File: src/rtl/tri_pwm_deadtime.sv
// Center-aligned complementary PWM with dead time, valley-synchronised duty shadowing and triangle-sequence checking.
// Optional build macro TRI_PWM_FAULT_SHUTDOWN_EN forces both outputs off after a sequence error until reset.
module tri_pwm_deadtime #(
   parameter int unsigned CW   = 3,
   parameter int unsigned PEAK = 3,
   parameter int unsigned DT   = 1
) (
   input  logic          clk,
   input  logic          rst,
   input  logic [CW-1:0] cnt_in,
   input  logic [CW:0]   duty_in,
   input  logic          duty_wr,
   output logic          pwm_h,
   output logic          pwm_l,
   output logic          period_start,
   output logic          seq_err
);

   localparam logic [CW:0] DUTY_MAX = (CW+1)'(PEAK + 1);
   localparam logic [CW:0] PEAK_V   = (CW+1)'(PEAK);
   localparam logic [2:0]  DT_V     = 3'(DT);

   typedef enum logic [1:0] {OFF, HIGH, LOW, DEAD} state_t;

   state_t        state, state_nx;
   logic          target, target_nx;
   logic [2:0]    dt_cnt, dt_cnt_nx;
   logic [CW:0]   duty_pend, duty_act, duty_clamp;
   logic [CW-1:0] prev_cnt;
   logic          prev_valid, dir_up, dir_valid;
   logic          raw, step_up, step_dn, at_turn, viol, hold_off;

   always_comb begin
      duty_clamp = (duty_in > DUTY_MAX) ? DUTY_MAX : duty_in;
      raw        = ({1'b0, cnt_in} < duty_act);
      step_up    = ({1'b0, cnt_in} == ({1'b0, prev_cnt} + 1'b1));
      step_dn    = ({1'b0, prev_cnt} == ({1'b0, cnt_in} + 1'b1));
      at_turn    = (prev_cnt == '0) || ({1'b0, prev_cnt} == PEAK_V);
      viol       = 1'b0;
      if (prev_valid) begin
         if (({1'b0, cnt_in} > PEAK_V) || !(step_up || step_dn))
            viol = 1'b1;
         // a change of direction is only legal when turning at the valley or the peak
         else if (dir_valid && (step_up != dir_up) && !at_turn)
            viol = 1'b1;
      end
   end

`ifdef TRI_PWM_FAULT_SHUTDOWN_EN
   always_comb hold_off = seq_err;
`else
   always_comb hold_off = 1'b0;
`endif

   always_ff @(posedge clk) begin
      if (rst) begin
         prev_cnt     <= '0;
         prev_valid   <= 1'b0;
         dir_up       <= 1'b0;
         dir_valid    <= 1'b0;
         seq_err      <= 1'b0;
         period_start <= 1'b0;
      end else begin
         prev_cnt     <= cnt_in;
         prev_valid   <= 1'b1;
         period_start <= (cnt_in == '0);
         seq_err      <= seq_err | viol;
         if (!prev_valid) begin
            dir_up    <= (cnt_in == '0);
            dir_valid <= (cnt_in == '0);
         end else if (step_up || step_dn) begin
            dir_up    <= step_up;
            dir_valid <= 1'b1;
         end
      end
   end

   always_ff @(posedge clk) begin
      if (rst) begin
         duty_pend <= '0;
         duty_act  <= '0;
      end else begin
         if (duty_wr)
            duty_pend <= duty_clamp;
         if (cnt_in == '0)
            duty_act <= duty_wr ? duty_clamp : duty_pend;
      end
   end

   always_comb begin
      state_nx  = state;
      target_nx = target;
      dt_cnt_nx = dt_cnt;
      case (state)
         OFF, HIGH, LOW: begin
            // OFF always leaves; HIGH/LOW leave when raw disagrees with the driven side
            if (state == OFF || raw != (state == HIGH)) begin
               if (DT_V == '0) begin
                  state_nx = raw ? HIGH : LOW;
               end else begin
                  state_nx  = DEAD;
                  target_nx = raw;
                  dt_cnt_nx = DT_V;
               end
            end
         end
         DEAD: begin
            if (raw != target) begin
               target_nx = raw;
               dt_cnt_nx = DT_V;
            end else if (dt_cnt <= 3'd1) begin
               state_nx = target ? HIGH : LOW;
            end else begin
               dt_cnt_nx = dt_cnt - 3'd1;
            end
         end
         default: state_nx = OFF;
      endcase
      if (hold_off)
         state_nx = OFF;
   end

   always_ff @(posedge clk) begin
      if (rst) begin
         state  <= OFF;
         target <= 1'b0;
         dt_cnt <= '0;
         pwm_h  <= 1'b0;
         pwm_l  <= 1'b0;
      end else begin
         state  <= state_nx;
         target <= target_nx;
         dt_cnt <= dt_cnt_nx;
         pwm_h  <= (state == HIGH) && !hold_off;
         pwm_l  <= (state == LOW) && !hold_off;
      end
   end

endmodule

File: config.mk
export PLATFORM = sky130hd
export DESIGN_NAME = tri_pwm_deadtime
export DESIGN_NICKNAME = d
export VERILOG_FILES = /design/src/rtl/tri_pwm_deadtime.sv
export SDC_FILE = /design/constraint.sdc
export NUM_CORES = 1
export LEC_CHECK = 0
export BUFFER_PORTS_ARGS = -buffer_cell sky130_fd_sc_hd__buf_2
export CORE_MARGIN = 4
export CORE_UTILIZATION = 40
export DETAILED_ROUTE_END_ITERATION = 10
export PLACE_DENSITY = 0.68
export SYNTH_ARGS = -nofsm -noshare
export SYNTH_HDL_FRONTEND = slang
export SYNTH_SLANG_ARGS = --single-unit
File: constraint.sdc
create_clock -name clk -period 2.03 [get_ports clk]
set_clock_uncertainty 0.15 [all_clocks]
set_input_delay 0.3045 -clock clk [delete_from_list [all_inputs] [get_ports clk]]
set_output_delay 0.3045 -clock clk [all_outputs]
set_load 0.02 [all_outputs]
==> flow_summary.yaml <==
sta:
  hold_viol_final: 0
  post-route-period-util: 0.959
  finalSetupViolCount: 0
  relSlewSlack: 0.750
  fin_tns_setup_ns: 0
  worst_pin_slew_ns: 0.375
  slew_viol_final: 0
  finalCriticalPeriod_ns: 1.95
  rsz0062_at_grt: "false"
  fmax_mhz: 513
  holdWs_ns: 0.0989
floorplanning:
  die_h_microns: 64.0
  initial_core_util: 0.414
  die_area_sq_mm: 0.00409
  core_area_sq_mm: 0.00303
  num_io_pins: 14
  dieWidth_microns: 64.0
  fp-row-count: 20
synthesis:
  ys_types: 45
  syn_area_per_cell_sq_um: 9.22
  synthCells: 136
  synth-edff-count: 0
  synthArstFlopShare: 0
  ys_seq_elements: 24
  syn_nets: 156
  yosys_warnings: 0
  synthFlopType: "dfxtp_1"
  syn_area_sq_mm: 0.00125
  ys_seq_area_frac: 0.383
global_route:
  gr-usage-all-layers: 0.125
  grt_max_degree: 21
  antenna_found_initial: 0
  overflow: 0
  grt_pass1_vias: 1000
  grt_pass1_wl_mm: 4.17
drt:
  drt_wl_total_mm: 2.32
  vias: 1012
  drtAntennaViolNets: 0
  first_iter_violations: 41
  dr.pass1.iters: 4
  wl_per_cell_microns: 11.7
  viasPerCell: 5.11
  drc_errors: 0
critical_path:
  worstPathCellList: "ha_1 -> ha_4 -> xnor2_2 -> or3_4 -> a21o_1 -> a31o_1"
  critPathMaxStageDelay_ns: 0.38
  path_buf_inv: 0
  regToRegSetupSlack_ns: 0.08
  critPathTopFamily: "adder cells"
  slowest_stage: "or3_4"
  required_ns: 2.09
  endpoint_kind: "register"
  ff2ff_path_depth: 6
  crit_path_start: "prev_cnt[0]$_SDFF_PP0_"
  cp.depth: 6
  reg2reg_from: "prev_cnt[0]$_SDFF_PP0_"
  crit_fanout: 4
  reg2reg_to: "seq_err$_SDFF_PP0_"
  cp-start-kind: "register"
  endpoint: "seq_err$_SDFF_PP0_"
  crit_type: "reg -> reg"
  crit_arrival_ns: 2.01
cts:
  clk_pin_slew_ns: 0.12
  cts_tree: "done"
  cts_sinks: 24
  clock-root-buffer: "clkbuf_4"
  hold_buffers: 0
  cts_buffers: 3
  cts_resized: 0
  clock_latency_ns: 0.30
  clock_path_buffers: 2
  cts_setup_buffers: 0
  htreeDepth: 1
power_and_ir_drop:
  leakagePower_uw: 0.000623
  p_per_area_mw_per_mm2: 638
  ir_drop_mv: 0.275
worst_hold_path:
  hold_class: "in -> reg"
layout:
  diodes: 0
  register_area_sq_um: 483
  mostFrequentLayoutCells: "22 x dfxtp_1, 16 x nor2_1, 15 x inv_1"
  final_common_cell: "dfxtp_1"
  drive_above_1_share: 0.234
  n_fill_cell: 302
  area_growth_pct: 15.9
  multi_input_area_sq_um: 718
  fin_util: 0.480
  layout.nets: 176
  design_area_sq_mm: 0.00145
outcome:
  status: "finished clean"
place:
  place_area_sq_mm: 0.00141
  hpwlAfterDp_mm: 1.86
  routabilityCongestion: 0.725
  port_buffers: 13
job:
  cap_violations: 0
==> synthesized netlist by cell type (2+ instances only) <==
master,n,area share
nor3b_1,3,0.018
nand2_1,6,0.018
inv_1,15,0.045
a211oi_1,3,0.018
o31ai_1,2,0.012
o211ai_1,2,0.012
xnor2_1,2,0.014
xor2_1,2,0.014
nand3_1,2,0.0080
a21oi_1,5,0.020
o21ai_0,3,0.012
a31oi_1,3,0.015
ha_1,10,0.10
nor2b_1,5,0.025
nor2_1,16,0.048
dfxtp_1,24,0.38
clkbuf_1,5,0.015
==> per-layer routing <==
| layer | part of all wire | track usage | wire, microns | up-vias |
|---|---|---|---|---|
| li1 | - | - | - | 513 |
| met1 | 0.45 | 0.138 | 1040 | 477 |
| met2 | 0.49 | 0.235 | 1150 | 18 |
| met3 | 0.044 | 0.0228 | 102 | 4 |
| met4 | 0.011 | 0.0485 | 25 | 0 |
| met5 | 0 | 0 | 0 | - |
==> worst register-to-register path: stages (launching register included) <==
cell     delay [ns]
dfxtp_2        0.35
ha_1           0.22
ha_4           0.23
xnor2_2        0.13
or3_4          0.38
a21o_1         0.19
a31o_1         0.20
==> how the worst min path moves through the flow <==
stage | from | to | slack, ns | cells after the start
floorplan | duty_wr | duty_pend[3]$_SDFF_PP0_ | 0.23 | 1
global placement | duty_act[3]$_SDFFE_PP0P_ | duty_act[3]$_SDFFE_PP0P_ | 0.30 | 2
detailed placement | duty_act[3]$_SDFFE_PP0P_ | duty_act[3]$_SDFFE_PP0P_ | 0.31 | 2
CTS | duty_wr | duty_pend[3]$_SDFF_PP0_ | 0.09 | 2
global route | duty_wr | duty_pend[3]$_SDFF_PP0_ | 0.09 | 2
finish | duty_wr | duty_pend[3]$_SDFF_PP0_ | 0.1 | 2
==> state kept, by name, summed over array words and instances, names as in the netlist, 2 cells and up <==
name and flops:
state 2, duty_act 4, dt_cnt 3, prev_cnt 3
duty_pend 4
==> metrics by stage <==
stage	std cells	power, uW	setup WS (ns)
2_1_floorplan	136	676	0.118
3_3_place_gp	195	729	0.00189
3_5_place_dp	195	737	-0.0181
4_1_cts	198	937	0.0106
5_1_grt	198	993	0.0225
6_report	198	927	0.0825
==> where the power goes <==
group | internal (uW) | leakage, uW | switching (uW)
Clock | 69.2 | 0.0000138 | 128
Combinational | 101 | 0.000411 | 106
Sequential | 499 | 0.000198 | 25.1
==> logic make-up (layout without fill, tap and decap cells) <==
| logic type | after synthesis | count (layout) | share of synthesized area |
|---|---|---|---|
| AND/OR/NAND/NOR | 43 | 43 | 0.191 |
| AO/OA/AOI/OAI | 33 | 33 | 0.214 |
| flip-flops | 24 | 24 | 0.383 |
| buffers and inverters | 20 | 38 | 0.0599 |
| adder cells (fa/ha/maj) | 10 | 10 | 0.0998 |
| XOR/XNOR | 5 | 5 | 0.0409 |
| multiplexers | 1 | 1 | 0.0120 |
==> final cells by class <==
type | count | area share
flip-flops and latches | 24 | 0.332
clock buffers | 3 | 0.0155
inverters | 15 | 0.0388
well taps | 44 | 0.0379
multi-input cells | 92 | 0.494
repair buffers | 20 | 0.0810
No activity file was read; power rests on OpenSTA's default activity.
